===== src/rtl/alu_issue_stage_pkg.sv =====
// Shared constants, types and decode helpers for the ALU issue stage.
package alu_issue_stage_pkg;

  localparam int XLEN = 32;

  // ALU operation encodings understood by the downstream ALU.
  typedef enum logic [3:0] {
    ALU_ADD              = 4'd0,
    ALU_SUB              = 4'd1,
    ALU_AND              = 4'd2,
    ALU_OR               = 4'd3,
    ALU_XOR              = 4'd4,
    ALU_SHIFTL           = 4'd5,
    ALU_SHIFTR           = 4'd6,
    ALU_SHIFTR_ARITH     = 4'd7,
    ALU_LESS_THAN        = 4'd8,
    ALU_LESS_THAN_SIGNED = 4'd9
  } alu_op_e;

  // RV32I major opcodes (instr[6:0]).
  localparam logic [6:0] OPC_OP     = 7'b0110011;
  localparam logic [6:0] OPC_OP_IMM = 7'b0010011;
  localparam logic [6:0] OPC_LOAD   = 7'b0000011;
  localparam logic [6:0] OPC_STORE  = 7'b0100011;
  localparam logic [6:0] OPC_LUI    = 7'b0110111;
  localparam logic [6:0] OPC_AUIPC  = 7'b0010111;
  localparam logic [6:0] OPC_JAL    = 7'b1101111;
  localparam logic [6:0] OPC_JALR   = 7'b1100111;
  localparam logic [6:0] OPC_BRANCH = 7'b1100011;

  typedef enum logic [1:0] {OP1_RS1, OP1_PC, OP1_ZERO} op1_sel_e;
  typedef enum logic [1:0] {OP2_RS2, OP2_IMM, OP2_FOUR} op2_sel_e;

  typedef struct packed {
    alu_op_e  alu_op;
    op1_sel_e op1_sel;
    op2_sel_e op2_sel;
    logic     reg_write;
    logic     illegal;
  } dec_t;

  // funct3/funct7[5] to ALU op for OP and OP-IMM; OP-IMM has no SUB.
  function automatic alu_op_e arith_op(input logic [2:0] f3, input logic f7_5,
                                       input logic is_imm);
    alu_op_e op;
    case (f3)
      3'd0:    op = (f7_5 && !is_imm) ? ALU_SUB : ALU_ADD;
      3'd1:    op = ALU_SHIFTL;
      3'd2:    op = ALU_LESS_THAN_SIGNED;
      3'd3:    op = ALU_LESS_THAN;
      3'd4:    op = ALU_XOR;
      3'd5:    op = f7_5 ? ALU_SHIFTR_ARITH : ALU_SHIFTR;
      3'd6:    op = ALU_OR;
      default: op = ALU_AND;
    endcase
    return op;
  endfunction

  // Full instruction decode into ALU op, operand sources and writeback flags.
  function automatic dec_t decode(input logic [6:0] opcode, input logic [2:0] f3,
                                  input logic f7_5);
    dec_t d;
    d = '{alu_op: ALU_ADD, op1_sel: OP1_RS1, op2_sel: OP2_RS2,
          reg_write: 1'b0, illegal: 1'b0};
    case (opcode)
      OPC_OP:     begin d.alu_op = arith_op(f3, f7_5, 1'b0); d.reg_write = 1'b1; end
      OPC_OP_IMM: begin
        d.alu_op = arith_op(f3, f7_5, 1'b1); d.op2_sel = OP2_IMM; d.reg_write = 1'b1;
      end
      OPC_LOAD:   begin d.op2_sel = OP2_IMM; d.reg_write = 1'b1; end
      OPC_STORE:  d.op2_sel = OP2_IMM;
      OPC_LUI:    begin d.op1_sel = OP1_ZERO; d.op2_sel = OP2_IMM; d.reg_write = 1'b1; end
      OPC_AUIPC:  begin d.op1_sel = OP1_PC; d.op2_sel = OP2_IMM; d.reg_write = 1'b1; end
      OPC_JAL, OPC_JALR: begin
        d.op1_sel = OP1_PC; d.op2_sel = OP2_FOUR; d.reg_write = 1'b1;
      end
      OPC_BRANCH: d.alu_op = ALU_SUB;
      default:    d.illegal = 1'b1;
    endcase
    return d;
  endfunction

  function automatic logic is_shift(input alu_op_e op);
    return (op == ALU_SHIFTL) || (op == ALU_SHIFTR) || (op == ALU_SHIFTR_ARITH);
  endfunction

endpackage


===== src/rtl/alu_issue_stage_if.sv =====
// Decode-side, forwarding and ALU-side buses of the issue stage.
// Handshake: a transfer happens on a rising edge where valid && ready; the
// producer holds valid and its payload stable until that edge, and ready may
// depend combinationally on the consumer's own state and downstream ready.
interface alu_issue_stage_if import alu_issue_stage_pkg::*; ();
  logic            in_valid;
  logic            in_ready;
  logic [XLEN-1:0] in_pc;
  logic [XLEN-1:0] in_rs1_data;
  logic [XLEN-1:0] in_rs2_data;
  logic [XLEN-1:0] in_imm;
  logic [4:0]      in_rs1_addr;
  logic [4:0]      in_rs2_addr;
  logic [4:0]      in_rd_addr;
  logic [6:0]      in_opcode;
  logic [2:0]      in_funct3;
  logic            in_funct7_5;
  logic            flush;
  logic            exmem_reg_write;
  logic [4:0]      exmem_rd;
  logic [XLEN-1:0] exmem_result;
  logic            memwb_reg_write;
  logic [4:0]      memwb_rd;
  logic [XLEN-1:0] memwb_result;
  logic            out_valid;
  logic            out_ready;
  logic [XLEN-1:0] alu_inp1;
  logic [XLEN-1:0] alu_inp2;
  logic [3:0]      alu_control;
  logic [4:0]      out_rd;
  logic            out_reg_write;
  logic            out_illegal;

  modport master (
    output in_valid, in_pc, in_rs1_data, in_rs2_data, in_imm, in_rs1_addr, in_rs2_addr,
           in_rd_addr, in_opcode, in_funct3, in_funct7_5, flush, exmem_reg_write, exmem_rd,
           exmem_result, memwb_reg_write, memwb_rd, memwb_result, out_ready,
    input  in_ready, out_valid, alu_inp1, alu_inp2, alu_control, out_rd, out_reg_write,
           out_illegal
  );

  modport slave (
    input  in_valid, in_pc, in_rs1_data, in_rs2_data, in_imm, in_rs1_addr, in_rs2_addr,
           in_rd_addr, in_opcode, in_funct3, in_funct7_5, flush, exmem_reg_write, exmem_rd,
           exmem_result, memwb_reg_write, memwb_rd, memwb_result, out_ready,
    output in_ready, out_valid, alu_inp1, alu_inp2, alu_control, out_rd, out_reg_write,
           out_illegal
  );
endinterface


===== src/rtl/alu_issue_stage_fwd_select.sv =====
// Operand bypass: youngest producer (EX/MEM) wins over MEM/WB, x0 is never bypassed.
module alu_issue_stage_fwd_select import alu_issue_stage_pkg::*; (
  input  logic [4:0]      rs_addr_i,
  input  logic [XLEN-1:0] rs_data_i,
  input  logic            exmem_reg_write_i,
  input  logic [4:0]      exmem_rd_i,
  input  logic [XLEN-1:0] exmem_result_i,
  input  logic            memwb_reg_write_i,
  input  logic [4:0]      memwb_rd_i,
  input  logic [XLEN-1:0] memwb_result_i,
  output logic [XLEN-1:0] operand_o
);

  // Priority select between the two bypass buses and the held register value.
  always_comb begin
    operand_o = rs_data_i;
    if (rs_addr_i != 5'd0) begin
      if (exmem_reg_write_i && (exmem_rd_i == rs_addr_i)) begin
        operand_o = exmem_result_i;
      end else if (memwb_reg_write_i && (memwb_rd_i == rs_addr_i)) begin
        operand_o = memwb_result_i;
      end
    end
  end

endmodule


===== src/rtl/alu_issue_stage.sv =====
// ID/EX stage: holds one decoded instruction and presents forwarded ALU operands.
module alu_issue_stage import alu_issue_stage_pkg::*; (
  input logic              clk,
  input logic              rst,
  alu_issue_stage_if.slave bus
);

  logic            valid_q, valid_d;
  logic [XLEN-1:0] pc_q, rs1_data_q, rs2_data_q, imm_q;
  logic [4:0]      rs1_addr_q, rs2_addr_q, rd_q;
  dec_t            dec_q, dec_d;
  logic            in_ready, accept, load_en;
  logic [XLEN-1:0] rs1_fwd, rs2_fwd, op1, op2;

  assign in_ready = !valid_q || bus.out_ready;
  assign accept   = bus.in_valid && in_ready;
  // A flush also kills an instruction arriving in the same cycle.
  assign load_en  = accept && !bus.flush;

  // Decode the incoming instruction so only the result is registered.
  always_comb dec_d = decode(bus.in_opcode, bus.in_funct3, bus.in_funct7_5);

  // Occupancy next state: flush > accept > drain on downstream ready > hold.
  always_comb begin
    valid_d = valid_q;
    if (bus.flush) begin
      valid_d = 1'b0;
    end else if (accept) begin
      valid_d = 1'b1;
    end else if (valid_q && bus.out_ready) begin
      valid_d = 1'b0;
    end
  end

  // Held instruction registers; fields only change on an accepted load.
  always_ff @(posedge clk) begin
    if (rst) begin
      valid_q    <= 1'b0;
      pc_q       <= '0;
      rs1_data_q <= '0;
      rs2_data_q <= '0;
      imm_q      <= '0;
      rs1_addr_q <= '0;
      rs2_addr_q <= '0;
      rd_q       <= '0;
      dec_q      <= '{alu_op: ALU_ADD, op1_sel: OP1_RS1, op2_sel: OP2_RS2,
                      reg_write: 1'b0, illegal: 1'b0};
    end else begin
      valid_q <= valid_d;
      if (load_en) begin
        pc_q       <= bus.in_pc;
        rs1_data_q <= bus.in_rs1_data;
        rs2_data_q <= bus.in_rs2_data;
        imm_q      <= bus.in_imm;
        rs1_addr_q <= bus.in_rs1_addr;
        rs2_addr_q <= bus.in_rs2_addr;
        rd_q       <= bus.in_rd_addr;
        dec_q      <= dec_d;
      end
    end
  end

  alu_issue_stage_fwd_select u_fwd_rs1 (
    .rs_addr_i(rs1_addr_q), .rs_data_i(rs1_data_q),
    .exmem_reg_write_i(bus.exmem_reg_write), .exmem_rd_i(bus.exmem_rd),
    .exmem_result_i(bus.exmem_result), .memwb_reg_write_i(bus.memwb_reg_write),
    .memwb_rd_i(bus.memwb_rd), .memwb_result_i(bus.memwb_result), .operand_o(rs1_fwd)
  );

  alu_issue_stage_fwd_select u_fwd_rs2 (
    .rs_addr_i(rs2_addr_q), .rs_data_i(rs2_data_q),
    .exmem_reg_write_i(bus.exmem_reg_write), .exmem_rd_i(bus.exmem_rd),
    .exmem_result_i(bus.exmem_result), .memwb_reg_write_i(bus.memwb_reg_write),
    .memwb_rd_i(bus.memwb_rd), .memwb_result_i(bus.memwb_result), .operand_o(rs2_fwd)
  );

  // Operand muxes; forwarding stays live while the instruction is stalled.
  always_comb begin
    op1 = rs1_fwd;
    case (dec_q.op1_sel)
      OP1_PC:   op1 = pc_q;
      OP1_ZERO: op1 = '0;
      default:  op1 = rs1_fwd;
    endcase
    op2 = rs2_fwd;
    case (dec_q.op2_sel)
      OP2_IMM:  op2 = imm_q;
      OP2_FOUR: op2 = XLEN'(4);
      default:  op2 = rs2_fwd;
    endcase
  end

  assign bus.in_ready      = in_ready;
  assign bus.out_valid     = valid_q;
  assign bus.alu_inp1      = op1;
  // Shift amount is only the low five bits of the second operand.
  assign bus.alu_inp2      = is_shift(dec_q.alu_op) ? {{(XLEN-5){1'b0}}, op2[4:0]} : op2;
  assign bus.alu_control   = dec_q.alu_op;
  assign bus.out_rd        = rd_q;
  assign bus.out_reg_write = dec_q.reg_write && (rd_q != 5'd0);
  assign bus.out_illegal   = dec_q.illegal;

endmodule

===== src/flat_wrapper.sv =====
// flat-port wrapper written by rule: the top's interface ports become plain ports
module alu_issue_stage_flat import alu_issue_stage_pkg::*;
  (clk, rst, bus_in_valid, bus_in_pc, bus_in_rs1_data, bus_in_rs2_data, bus_in_imm, bus_in_rs1_addr, bus_in_rs2_addr, bus_in_rd_addr, bus_in_opcode, bus_in_funct3, bus_in_funct7_5, bus_flush, bus_exmem_reg_write, bus_exmem_rd, bus_exmem_result, bus_memwb_reg_write, bus_memwb_rd, bus_memwb_result, bus_out_ready, bus_in_ready, bus_out_valid, bus_alu_inp1, bus_alu_inp2, bus_alu_control, bus_out_rd, bus_out_reg_write, bus_out_illegal);
  alu_issue_stage_if bus_i ();
  input logic clk;
  input logic rst;
  input wire logic [$bits(bus_i.in_valid)-1:0] bus_in_valid;
  input wire logic [$bits(bus_i.in_pc)-1:0] bus_in_pc;
  input wire logic [$bits(bus_i.in_rs1_data)-1:0] bus_in_rs1_data;
  input wire logic [$bits(bus_i.in_rs2_data)-1:0] bus_in_rs2_data;
  input wire logic [$bits(bus_i.in_imm)-1:0] bus_in_imm;
  input wire logic [$bits(bus_i.in_rs1_addr)-1:0] bus_in_rs1_addr;
  input wire logic [$bits(bus_i.in_rs2_addr)-1:0] bus_in_rs2_addr;
  input wire logic [$bits(bus_i.in_rd_addr)-1:0] bus_in_rd_addr;
  input wire logic [$bits(bus_i.in_opcode)-1:0] bus_in_opcode;
  input wire logic [$bits(bus_i.in_funct3)-1:0] bus_in_funct3;
  input wire logic [$bits(bus_i.in_funct7_5)-1:0] bus_in_funct7_5;
  input wire logic [$bits(bus_i.flush)-1:0] bus_flush;
  input wire logic [$bits(bus_i.exmem_reg_write)-1:0] bus_exmem_reg_write;
  input wire logic [$bits(bus_i.exmem_rd)-1:0] bus_exmem_rd;
  input wire logic [$bits(bus_i.exmem_result)-1:0] bus_exmem_result;
  input wire logic [$bits(bus_i.memwb_reg_write)-1:0] bus_memwb_reg_write;
  input wire logic [$bits(bus_i.memwb_rd)-1:0] bus_memwb_rd;
  input wire logic [$bits(bus_i.memwb_result)-1:0] bus_memwb_result;
  input wire logic [$bits(bus_i.out_ready)-1:0] bus_out_ready;
  output wire logic [$bits(bus_i.in_ready)-1:0] bus_in_ready;
  output wire logic [$bits(bus_i.out_valid)-1:0] bus_out_valid;
  output wire logic [$bits(bus_i.alu_inp1)-1:0] bus_alu_inp1;
  output wire logic [$bits(bus_i.alu_inp2)-1:0] bus_alu_inp2;
  output wire logic [$bits(bus_i.alu_control)-1:0] bus_alu_control;
  output wire logic [$bits(bus_i.out_rd)-1:0] bus_out_rd;
  output wire logic [$bits(bus_i.out_reg_write)-1:0] bus_out_reg_write;
  output wire logic [$bits(bus_i.out_illegal)-1:0] bus_out_illegal;
  assign bus_i.in_valid = bus_in_valid;
  assign bus_i.in_pc = bus_in_pc;
  assign bus_i.in_rs1_data = bus_in_rs1_data;
  assign bus_i.in_rs2_data = bus_in_rs2_data;
  assign bus_i.in_imm = bus_in_imm;
  assign bus_i.in_rs1_addr = bus_in_rs1_addr;
  assign bus_i.in_rs2_addr = bus_in_rs2_addr;
  assign bus_i.in_rd_addr = bus_in_rd_addr;
  assign bus_i.in_opcode = bus_in_opcode;
  assign bus_i.in_funct3 = bus_in_funct3;
  assign bus_i.in_funct7_5 = bus_in_funct7_5;
  assign bus_i.flush = bus_flush;
  assign bus_i.exmem_reg_write = bus_exmem_reg_write;
  assign bus_i.exmem_rd = bus_exmem_rd;
  assign bus_i.exmem_result = bus_exmem_result;
  assign bus_i.memwb_reg_write = bus_memwb_reg_write;
  assign bus_i.memwb_rd = bus_memwb_rd;
  assign bus_i.memwb_result = bus_memwb_result;
  assign bus_i.out_ready = bus_out_ready;
  assign bus_in_ready = bus_i.in_ready;
  assign bus_out_valid = bus_i.out_valid;
  assign bus_alu_inp1 = bus_i.alu_inp1;
  assign bus_alu_inp2 = bus_i.alu_inp2;
  assign bus_alu_control = bus_i.alu_control;
  assign bus_out_rd = bus_i.out_rd;
  assign bus_out_reg_write = bus_i.out_reg_write;
  assign bus_out_illegal = bus_i.out_illegal;
  alu_issue_stage u_core (.clk(clk), .rst(rst), .bus(bus_i));
endmodule

===== config.mk =====
export PLATFORM = sky130hd
export DESIGN_NAME = alu_issue_stage_flat
export DESIGN_NICKNAME = d
export VERILOG_FILES = /design/src/rtl/alu_issue_stage_pkg.sv /design/src/rtl/alu_issue_stage_if.sv /design/src/rtl/alu_issue_stage_fwd_select.sv /design/src/rtl/alu_issue_stage.sv /design/src/flat_wrapper.sv
export SDC_FILE = /design/constraint.sdc
export NUM_CORES = 1
export LEC_CHECK = 0
export CAP_MARGIN = 20
export CORE_AREA = 2 2 153 155
export CTS_CLUSTER_SIZE = 14
export DETAILED_ROUTE_END_ITERATION = 16
export DIE_AREA = 0 0 155 157
export GPL_ROUTABILITY_DRIVEN = 0
export PLACE_DENSITY = 0.76
export SLEW_MARGIN = 10
export SYNTH_ARGS = -nofsm -noshare
export SYNTH_HDL_FRONTEND = slang
export SYNTH_SLANG_ARGS = --single-unit

===== constraint.sdc =====
create_clock -name clk -period 2.5 [get_ports clk]
set_input_delay 0.25 -clock clk [delete_from_list [all_inputs] [get_ports clk]]
set_output_delay 0.25 -clock clk [all_outputs]
set_load 0.02 [all_outputs]

==> results.ini <==
[run_status]
outcome=complete, but fails checks
violations=setup timing

[die]
die_area_um2=24300
io_pins=312
die_h_um=157
die_w_um=155
core_um2=22500
start_util_pct=36.5
fp-row-count=55

[synth]
yosys_warnings=0
synth_edf_count=0
ys_ff_latch=154
synth_ff_type=dfxtp_1
ys_top_cells_by_count=nand2_1 (438), a21oi_1 (184), dfxtp_1 (154)
synth_area_um2=8220
synth_top_area_share_pct=37.5
syn_nets=1483
synth-async-reset-ratio_pct=0
synth_top_cell_by_area=dfxtp_1
yosysMostFrequentCell=nand2_1
synth_cells=1245
ys_seq_area_share_pct=37.5
synthTopCellsByArea=dfxtp_1 (38%), nand2_1 (20%), a21oi_1 (11%)
syn_avg_cell_area_um2=6.60
synth.distinct_cells=48

[route]
wl_met2_mm=16.8
dr_wl_met3_mm=2.97
vias_per_cell=5.56
dr.pass1.iters=6
num_vias=10400
drc=0
highest_layer=met4
wire_per_inst_um=19.6
ant_nets=0
postRouteWirelength_mm=36.7
initialDrtViolationCount=968
met1_length_mm=15.5

[layout]
finalNonFillerCells=1868
drive_gt1_share_pct=22.7
design_area_um2=14400
num-nets-final=1803
syn2layout_area_growth_pct=75.1

[worst_setup_path]
crit_family=buffers and inverters
critPathMostFrequentCell=buf_12
worstPathArrival_ps=2420
critPathMaxFanout=8
slowest_delay_ps=390
critPathKind=reg -> out
path_cells=xnor2_2, nand4_1, buf_4, nor3_4, buf_12, buf_12, nand3_2, a41oi_2, buf_6
critPathCaptureType=primary output
path_buf_inv=4
crit_required_ps=2250
cpMaxStageDelayCell=dfxtp_4
worst_setup_path_start_kind=register

[sta]
min_period_over_period_pct=107
rsz0062_at_grt=yes
maxSlewViolCount=0
slew-limit-headroom_pct=60.8
setup_violations=57
layout_min_cycle_time_ps=2670
setup_tns_ps=-4220
hold_violations=0
holdWs_ps=295
setup_slack_ps=-174
worst_pin_slew_ps=588
fmax_ghz=0.374
skew_ps=13.2

[grt]
grt_pass1_vias=9568
grt_usage_pct=28.0
grt_pass1_wl_mm=53.3
antenna_found_initial=4
grt_max_degree=101
grt.overflow.total=0

[place]
dp_cells=1799
numPortBuffers=311
dp_hpwl_mm=25.1
pre_cts_slack_ps=-547
placed_area_um2=12000

[clock_tree]
ctsHoldBuffers=0
htreeDepth=4
clk_pin_slew_ps=70
cts_tree=done
cts.sinks=154
insertion_delay_ps=420
numCtsBuffers=17
clock_path_buffers=2
root_buffer=clkbuf_16

[pwr]
p_leak_nw=5.16
vdd.ir_drop.worst_v=0.000330
cellPowerDensity_nw_per_um2=495

[run]
max_cap_viol_count=0

[worst_hold_path]
hp-class=in -> reg

-- state kept, by name (all words and copies together), names as in the netlist, 4 cells and up --
signal and flops:
u_core.bus.alu_control 4, u_core.bus.out_rd 5, u_core.dec_q 5, u_core.imm_q 32, u_core.pc_q 32, u_core.rs1_addr_q 5, u_core.rs1_data_q 32, u_core.rs2_addr_q 5
u_core.rs2_data_q 32
-- final timing paths --
path                              from                        end  slack [ps]  depth (start not counted)
setup reg to reg  u_core.bus.out_valid  u_core.bus.alu_control[3]         670                          5
hold reg to reg        u_core.imm_q[0]            u_core.imm_q[0]         460                          2
hold / removal                     rst  u_core.bus.alu_control[1]         290                          2
setup / recovery  u_core.rs2_addr_q[0]           bus_alu_inp2[14]        -170                          9
-- placed cells by master (no fill, tap or decap), drive strengths merged, types with 2 or more instances in the layout --
cell type / count
nor3: 39
or2: 2
nand4: 5
o22ai: 31
o211ai: 2
diode: 5
clkinv: 5
o311ai: 2
and2: 3
a21oi: 185
buf: 163
clkdlybuf4s50: 242
dlygate4sd2: 3
a211oi: 4
xor2: 4
inv: 45
dfxtp: 154
a31oi: 37
nor2: 45
and3: 4
clkbuf: 21
o31ai: 3
ha: 3
o21ai: 4
or3: 4
o311a: 2
nand3: 57
xnor2: 16
nand3b: 2
a41oi: 28
nand2: 438
nor2b: 3
bufinv: 2
or4: 4
o21a: 2
-- worst register-to-register path: stages, from the launching register on --
cell and delay (ps):
dfxtp_1 320, nor2b_1 160, nor3b_2 410, nand3_1 220
or3b_2 510, a21oi_1 140
-- routing by layer --
| layer | global-route usage [%] | up-vias |
|---|---|---|
| met1 | 37.2 | 4853 |
| met4 | 12.4 | 0 |
| met5 | 0 | - |
| met2 | 43.8 | 560 |
| li1 | - | 4875 |
| met3 | 5.89 | 90 |
-- per-stage QoR --
step                      total power [mW]  utilization, %
after floorplan                       3.30               -
after global placement                4.14            53.2
after detailed placement              4.16            53.2
after CTS                             6.94            60.2
after global routing                  7.36            63.9
final                                 7.12            63.9
-- kinds of logic (layout without fill, tap and decap cells) --
logic type / count (synthesis) / in the layout / share of synthesized area [%]
and+or+nand+nor: 612 / 612 / 30.7
AOI/OAI and AO/OA: 306 / 306 / 21.8
DFF: 154 / 154 / 37.5
buffers and inverters: 150 / 483 / 7.36
xor gates and xnor gates: 20 / 20 / 2.13
adders and majority gates: 3 / 3 / 0.457
other: 0 / 5 / 0
-- area by class of cell --
class                   count  area (µm²)
fillers                  1786        8120
multi-input cells         941        5820
repair buffers            412        4340
flip-flops and latches    154        3110
clock buffers              19         453
well taps                 285         357
clock inverters            13         155
inverters                  39         146
diodes                      5        12.5
-- where the power goes --
group	total (mW)	internal, mW	switching (mW)
Clock	2.71	1.56	1.15
Combinational	1.78	0.891	0.886
Sequential	2.64	2.56	0.0731
-- what timing repair did --
action                     in CTS  in global routing
gates cloned                    7                  2
setup buffers                  14                 11
gates resized for setup       469                139
setup endpoints to repair      64                 64
pin swaps                      51                 39
Power figures use the tool's default switching activity.
